### config.mk
export PLATFORM = sky130hd
export DESIGN_NAME = rr_arb_mux_flat
export DESIGN_NICKNAME = d
export VERILOG_FILES = /design/src/rtl/rr_arb_mux_if.sv /design/src/rtl/rr_arb_mux.sv /design/src/flat_wrapper.sv
export SDC_FILE = /design/constraint.sdc
export NUM_CORES = 1
export LEC_CHECK = 0
export ABC_AREA = 1
export CAP_MARGIN = 5
export CORE_MARGIN = 2
export CORE_UTILIZATION = 37
export DETAILED_ROUTE_END_ITERATION = 6
export GPL_ROUTABILITY_DRIVEN = 0
export PLACE_DENSITY_LB_ADDON = 0.12
export SKIP_LAST_GASP = 1
export SLEW_MARGIN = 40
export SYNTH_ARGS = -nofsm -noshare
export SYNTH_HDL_FRONTEND = slang
export SYNTH_SLANG_ARGS = --single-unit
### constraint.sdc
create_clock -name clk -period 4.6 [get_ports clk]
set_clock_uncertainty 0.15 [all_clocks]
set_input_delay 1.15 -clock clk [delete_from_list [all_inputs] [get_ports clk]]
set_output_delay 1.15 -clock clk [all_outputs]
set_load 0.005 [all_outputs]
### src/rtl/rr_arb_mux_if.sv
// rr_arb_mux_if: N-channel valid/ready bundle for rr_arb_mux.
// Macro RR_MUX_LAST_LOCK_EN adds in_last/out_last packet framing.
interface rr_arb_mux_if #(
  parameter int WIDTH  = 32,
  parameter int NUM_IN = 3
);
  localparam int SEL_W = $clog2(NUM_IN);

  logic                    mode;
  logic [SEL_W-1:0]        sel;
  logic [NUM_IN-1:0]       in_valid;
  logic [NUM_IN*WIDTH-1:0] in_data;
  logic [NUM_IN-1:0]       in_ready;
  logic                    out_valid;
  logic [WIDTH-1:0]        out_data;
  logic [SEL_W-1:0]        out_sel;
  logic                    out_ready;
`ifdef RR_MUX_LAST_LOCK_EN
  logic [NUM_IN-1:0]       in_last;
  logic                    out_last;
`endif

  modport master (
    output mode, sel, in_valid, in_data, out_ready,
`ifdef RR_MUX_LAST_LOCK_EN
    output in_last,
    input  out_last,
`endif
    input  in_ready, out_valid, out_data, out_sel
  );

  modport slave (
    input  mode, sel, in_valid, in_data, out_ready,
`ifdef RR_MUX_LAST_LOCK_EN
    input  in_last,
    output out_last,
`endif
    output in_ready, out_valid, out_data, out_sel
  );
endinterface

### src/rtl/rr_arb_mux.sv
// rr_arb_mux: N-in round-robin/forced mux, registered output stage.
// Ports: clk, rst (async high), bus (slave); macro RR_MUX_LAST_LOCK_EN.
module rr_arb_mux #(
  parameter int WIDTH  = 32,
  parameter int NUM_IN = 3
) (
  input  logic        clk,
  input  logic        rst,
  rr_arb_mux_if.slave bus
);
  localparam int SEL_W = $clog2(NUM_IN);

  logic [SEL_W-1:0] ptr_q, ptr_d;
  logic             out_valid_q, out_valid_d;
  logic [WIDTH-1:0] out_data_q, out_data_d;
  logic [SEL_W-1:0] out_sel_q, out_sel_d;
  logic             gnt_vld;
  logic [SEL_W-1:0] gnt_idx;
  logic             can_load;
  logic             xfer;
`ifdef RR_MUX_LAST_LOCK_EN
  logic             lock_q, lock_d;
  logic [SEL_W-1:0] lock_idx_q, lock_idx_d;
  logic             out_last_q, out_last_d;
  logic             gnt_last;
`endif

  assign can_load = ~out_valid_q | bus.out_ready;
  assign xfer     = gnt_vld & can_load & ~rst;

  always_comb begin
    gnt_vld = 1'b0;
    gnt_idx = '0;
    if (bus.mode) begin
      for (int i = 0; i < NUM_IN; i++) begin
        if (bus.sel == SEL_W'(i) && bus.in_valid[i]) begin
          gnt_vld = 1'b1;
          gnt_idx = SEL_W'(i);
        end
      end
    end else begin
      // Pass 1: lowest requester below ptr (wrapped part).
      // Pass 2: lowest at/above ptr overrides it.
      for (int i = NUM_IN - 1; i >= 0; i--) begin
        if (bus.in_valid[i] && SEL_W'(i) < ptr_q) begin
          gnt_vld = 1'b1;
          gnt_idx = SEL_W'(i);
        end
      end
      for (int i = NUM_IN - 1; i >= 0; i--) begin
        if (bus.in_valid[i] && SEL_W'(i) >= ptr_q) begin
          gnt_vld = 1'b1;
          gnt_idx = SEL_W'(i);
        end
      end
    end
`ifdef RR_MUX_LAST_LOCK_EN
    // Mid-packet: only the locked channel may transfer.
    if (lock_q) begin
      gnt_vld = 1'b0;
      gnt_idx = lock_idx_q;
      for (int i = 0; i < NUM_IN; i++) begin
        if (lock_idx_q == SEL_W'(i) && bus.in_valid[i]) begin
          gnt_vld = 1'b1;
        end
      end
    end
`endif
  end

  always_comb begin
    bus.in_ready = '0;
    for (int i = 0; i < NUM_IN; i++) begin
      bus.in_ready[i] = xfer && (gnt_idx == SEL_W'(i));
    end
  end

  always_comb begin
    out_valid_d = out_valid_q;
    out_data_d  = out_data_q;
    out_sel_d   = out_sel_q;
    ptr_d       = ptr_q;
    if (xfer) begin
      out_valid_d = 1'b1;
      out_data_d  = bus.in_data[int'(gnt_idx)*WIDTH +: WIDTH];
      out_sel_d   = gnt_idx;
      ptr_d       = (gnt_idx == SEL_W'(NUM_IN - 1))
                  ? '0 : gnt_idx + SEL_W'(1);
    end else if (bus.out_ready) begin
      out_valid_d = 1'b0;
    end
  end

`ifdef RR_MUX_LAST_LOCK_EN
  always_comb begin
    gnt_last = 1'b0;
    for (int i = 0; i < NUM_IN; i++) begin
      if (gnt_idx == SEL_W'(i)) gnt_last = bus.in_last[i];
    end
  end

  always_comb begin
    lock_d     = lock_q;
    lock_idx_d = lock_idx_q;
    out_last_d = out_last_q;
    if (xfer) begin
      lock_d     = ~gnt_last;
      lock_idx_d = gnt_idx;
      out_last_d = gnt_last;
    end
  end

  always_ff @(posedge clk or posedge rst) begin
    if (rst) begin
      lock_q     <= 1'b0;
      lock_idx_q <= '0;
      out_last_q <= 1'b0;
    end else begin
      lock_q     <= lock_d;
      lock_idx_q <= lock_idx_d;
      out_last_q <= out_last_d;
    end
  end

  assign bus.out_last = out_last_q;
`endif

  always_ff @(posedge clk or posedge rst) begin
    if (rst) begin
      ptr_q       <= '0;
      out_valid_q <= 1'b0;
      out_data_q  <= '0;
      out_sel_q   <= '0;
    end else begin
      ptr_q       <= ptr_d;
      out_valid_q <= out_valid_d;
      out_data_q  <= out_data_d;
      out_sel_q   <= out_sel_d;
    end
  end

  assign bus.out_valid = out_valid_q;
  assign bus.out_data  = out_data_q;
  assign bus.out_sel   = out_sel_q;
endmodule

### src/flat_wrapper.sv
// flat-port wrapper written by rule: the top's interface ports become plain ports
module rr_arb_mux_flat 
#(
  parameter int WIDTH  = 32,
  parameter int NUM_IN = 3
)
  (clk, rst, bus_mode, bus_sel, bus_in_valid, bus_in_data, bus_out_ready, bus_in_ready, bus_out_valid, bus_out_data, bus_out_sel);
  rr_arb_mux_if #(.WIDTH(WIDTH), .NUM_IN(NUM_IN)) bus_i ();
  input  logic clk;
  input  logic rst;
  input wire logic [$bits(bus_i.mode)-1:0] bus_mode;
  input wire logic [$bits(bus_i.sel)-1:0] bus_sel;
  input wire logic [$bits(bus_i.in_valid)-1:0] bus_in_valid;
  input wire logic [$bits(bus_i.in_data)-1:0] bus_in_data;
  input wire logic [$bits(bus_i.out_ready)-1:0] bus_out_ready;
  output wire logic [$bits(bus_i.in_ready)-1:0] bus_in_ready;
  output wire logic [$bits(bus_i.out_valid)-1:0] bus_out_valid;
  output wire logic [$bits(bus_i.out_data)-1:0] bus_out_data;
  output wire logic [$bits(bus_i.out_sel)-1:0] bus_out_sel;
  assign bus_i.mode = bus_mode;
  assign bus_i.sel = bus_sel;
  assign bus_i.in_valid = bus_in_valid;
  assign bus_i.in_data = bus_in_data;
  assign bus_i.out_ready = bus_out_ready;
  assign bus_in_ready = bus_i.in_ready;
  assign bus_out_valid = bus_i.out_valid;
  assign bus_out_data = bus_i.out_data;
  assign bus_out_sel = bus_i.out_sel;
  rr_arb_mux #(.WIDTH(WIDTH), .NUM_IN(NUM_IN)) u_core (.clk(clk), .rst(rst), .bus(bus_i));
endmodule
==> impl_metrics.py <==
metrics = {
    "global_routing": {
        "grt_max_degree": 38,
        "grt.overflow.total": 0,
        "antenna_found_initial": 0,
        "grt_pass1_wl_um": 11500,
        "grt_pass1_vias": 2429,
        "grtUsageTotal": 0.222,
    },
    "cts": {
        "cts_buffer_depth": 2,
        "insertion_delay_ns": 0.29,
        "cts_tree": "done",
        "cts_buffers": 5,
        "clk_pin_slew_ns": 0.08,
        "post_cts_buffers": 0,
        "ctsHoldBuffers": 0,
        "cts_num_sinks": 37,
        "ctsResizeCount": 0,
        "root_buffer": "clkbuf_8",
        "h-tree-depth": 2,
    },
    "placed_design": {
        "hpwlAfterDp_um": 5530,
        "io_buffers": 142,
        "pre_cts_slack_ns": 0.262,
        "dp_cells": 545,
    },
    "setup_path": {
        "cp.arrival_ns": 3.05,
        "start_kind": "input pin",
        "crit_path_max_fanout": 13,
        "cpLargestDelayFamily": "buffers and inverters",
        "cp-end-kind": "output port",
        "path_class": "in -> out",
        "cp_num_buf_inv": 3,
        "reg2reg_slack_ns": 2.44,
        "slowest_stage": "clkdlybuf4s50_1",
        "slowest_delay_ns": 0.59,
        "worst-r2r-cell-count": 10,
        "timing.rr.start": "u_core.ptr_q[1]$_DFFE_PP0P_",
        "crit_chain": "clkdlybuf4s50_1, nor2_1, nand3_1, nand3_1, nor2_4, nand2_1, inv_2, clkdlybuf4s50_1",
        "r2r-end": "u_core.bus.out_data[17]$_DFFE_PP0P_",
        "cp.required_ns": 3.30,
    },
    "timing": {
        "timing.final.crit_share": 0.946,
        "rsz0062_at_grt": "no",
        "hold_viol_final": 0,
        "fmax_ghz": 0.230,
        "final_max_slew_viol_count": 0,
        "finalCriticalPeriod_ns": 4.35,
        "tightest_slew_ns": 0.480,
        "setup_viol": 0,
        "maxSlewHeadroom": 0.680,
        "worst_slack_ns": 0.246,
        "setup_tns_ns": 0,
    },
    "cells_and_area": {
        "fin_cells": 553,
        "drive_gt1_frac": 0.0586,
        "layout_commonest_cell": "clkdlybuf4s50_1",
        "diodes": 0,
        "regArea_sq_um": 926,
        "multi_input_area_sq_um": 1140,
        "nFillCells": 553,
        "final_cell_mix": "clkdlybuf4s50_1, nand2_1, nand3_1",
        "nets": 582,
        "area_growth_pct": 71.0,
    },
    "yosys": {
        "syn_inst": 337,
        "yosysWarnings": 0,
        "synth.lib_cells_used.distinct": 19,
        "synth_area_leader_cell": "dfrtp_1",
        "synth.top_cell.area_share": 0.411,
        "ys_top_cells_by_area": "dfrtp_1, nand2_1, nand3_1, a21oi_1, nor2_1",
        "synth.net_count": 442,
        "synth_area_per_cell_sq_um": 6.69,
        "mappedNetlistArea_sq_um": 2250,
        "ys_ff_latch": 37,
        "seq_area_frac_synth": 0.411,
    },
    "detailed_routing": {
        "wl_um": 7770,
        "firstDrtPassIters": 4,
        "drtIter0Drc": 139,
        "postRouteAntennaNets": 0,
        "wire_per_inst_um": 14.0,
        "vias_per_cell": 4.93,
        "vias": 2725,
        "drc": 0,
    },
    "power": {
        "ir_drop_v": 0.000173,
        "power.density_nw_per_um2": 345,
        "power.leakage_nw": 1.82,
        "power_w": 0.00133,
    },
    "hold_path": {
        "hold-path-endpoint": "u_core.bus.out_sel[1]$_DFFE_PP0P_",
        "min_path_cells": 2,
        "min_from": "u_core.bus.out_sel[1]$_DFFE_PP0P_",
        "hold_class": "reg -> reg",
    },
    "die": {
        "dieArea_sq_um": 6730,
        "fp-row-count": 28,
        "die_height_um": 82.0,
        "pin_count": 143,
        "core_area_sq_um": 5920,
        "die_width_um": 82.0,
        "initial_core_util": 0.381,
    },
    "outcome": {
        "outcome": "complete, no violations",
    },
    "flow_run": {
        "drv_cap": 0,
    },
}
[synthesized netlist by cell type (all sizes together)]
cell type  instances
nand3             55
buf               16
nor2              31
a21oi             48
nand2            123
o21ai              1
clkbuf             2
dfrtp             37
inv               22
nand4              2
[how the worst max path moves through the flow]
stage / startpoint / to / depth (start not counted)
3_5_place_dp: bus_mode / bus_in_ready[1] / 8
2_1_floorplan: rst / bus_in_ready[0] / 6
5_1_grt: bus_mode / bus_in_ready[1] / 8
3_3_place_gp: bus_mode / bus_in_ready[1] / 8
6_report: bus_mode / bus_in_ready[1] / 8
4_1_cts: bus_mode / bus_in_ready[1] / 8
[through the flow]
step | utilization | instance area (sq um) | hold WS [ns]
after global routing | 0.651 | 3850 | 0.365
after global placement | 0.631 | 3730 | 0.312
final | 0.651 | 3850 | 0.328
after floorplan | - | 2250 | 0.315
after detailed placement | 0.631 | 3730 | 0.313
after CTS | 0.651 | 3850 | 0.332
[tightest hold or removal path, cell delays in order, from the launching register on]
cell and delay (ns):
dfrtp_1 0.35, nand2_1 0.05, nand2_1 0.04
[state kept, by name, summed over array words and instances, names as in the netlist]
name                  flops
u_core.bus.out_valid      1
u_core.ptr_q              2
u_core.bus.out_data      32
u_core.bus.out_sel        2
[cell type report]
cell class / count / area share
flip-flops and latches: 37 / 0.240
well taps: 75 / 0.0244
repair buffers: 151 / 0.386
clock inverters: 2 / 0.00974
clock buffers: 6 / 0.0214
multi-input cells: 260 / 0.296
inverters: 22 / 0.0221
[metal layers]
| layer | share of wire | vias to the layer above | track usage |
|---|---|---|---|
| li1 | - | 1361 | - |
| met1 | 0.41 | 1251 | 0.273 |
| met2 | 0.47 | 102 | 0.370 |
| met3 | 0.097 | 11 | 0.0813 |
| met4 | 0.016 | 0 | 0.0550 |
| met5 | 0 | - | 0 |
[power breakdown]
group	switching, W	internal, W
Sequential	0.0000509	0.000414
Clock	0.000126	0.000176
Combinational	0.000243	0.000318
Total	0.000420	0.000909
[kinds of logic (layout without fill, tap and decap cells)]
kind of cell | count (synthesis) | count (layout) | share of synthesized area
compound gates | 49 | 49 | 0.109
buf+inv | 40 | 181 | 0.0833
flops | 37 | 37 | 0.411
simple gates | 211 | 211 | 0.397
Note: power is estimated with default switching activity, not from simulation.
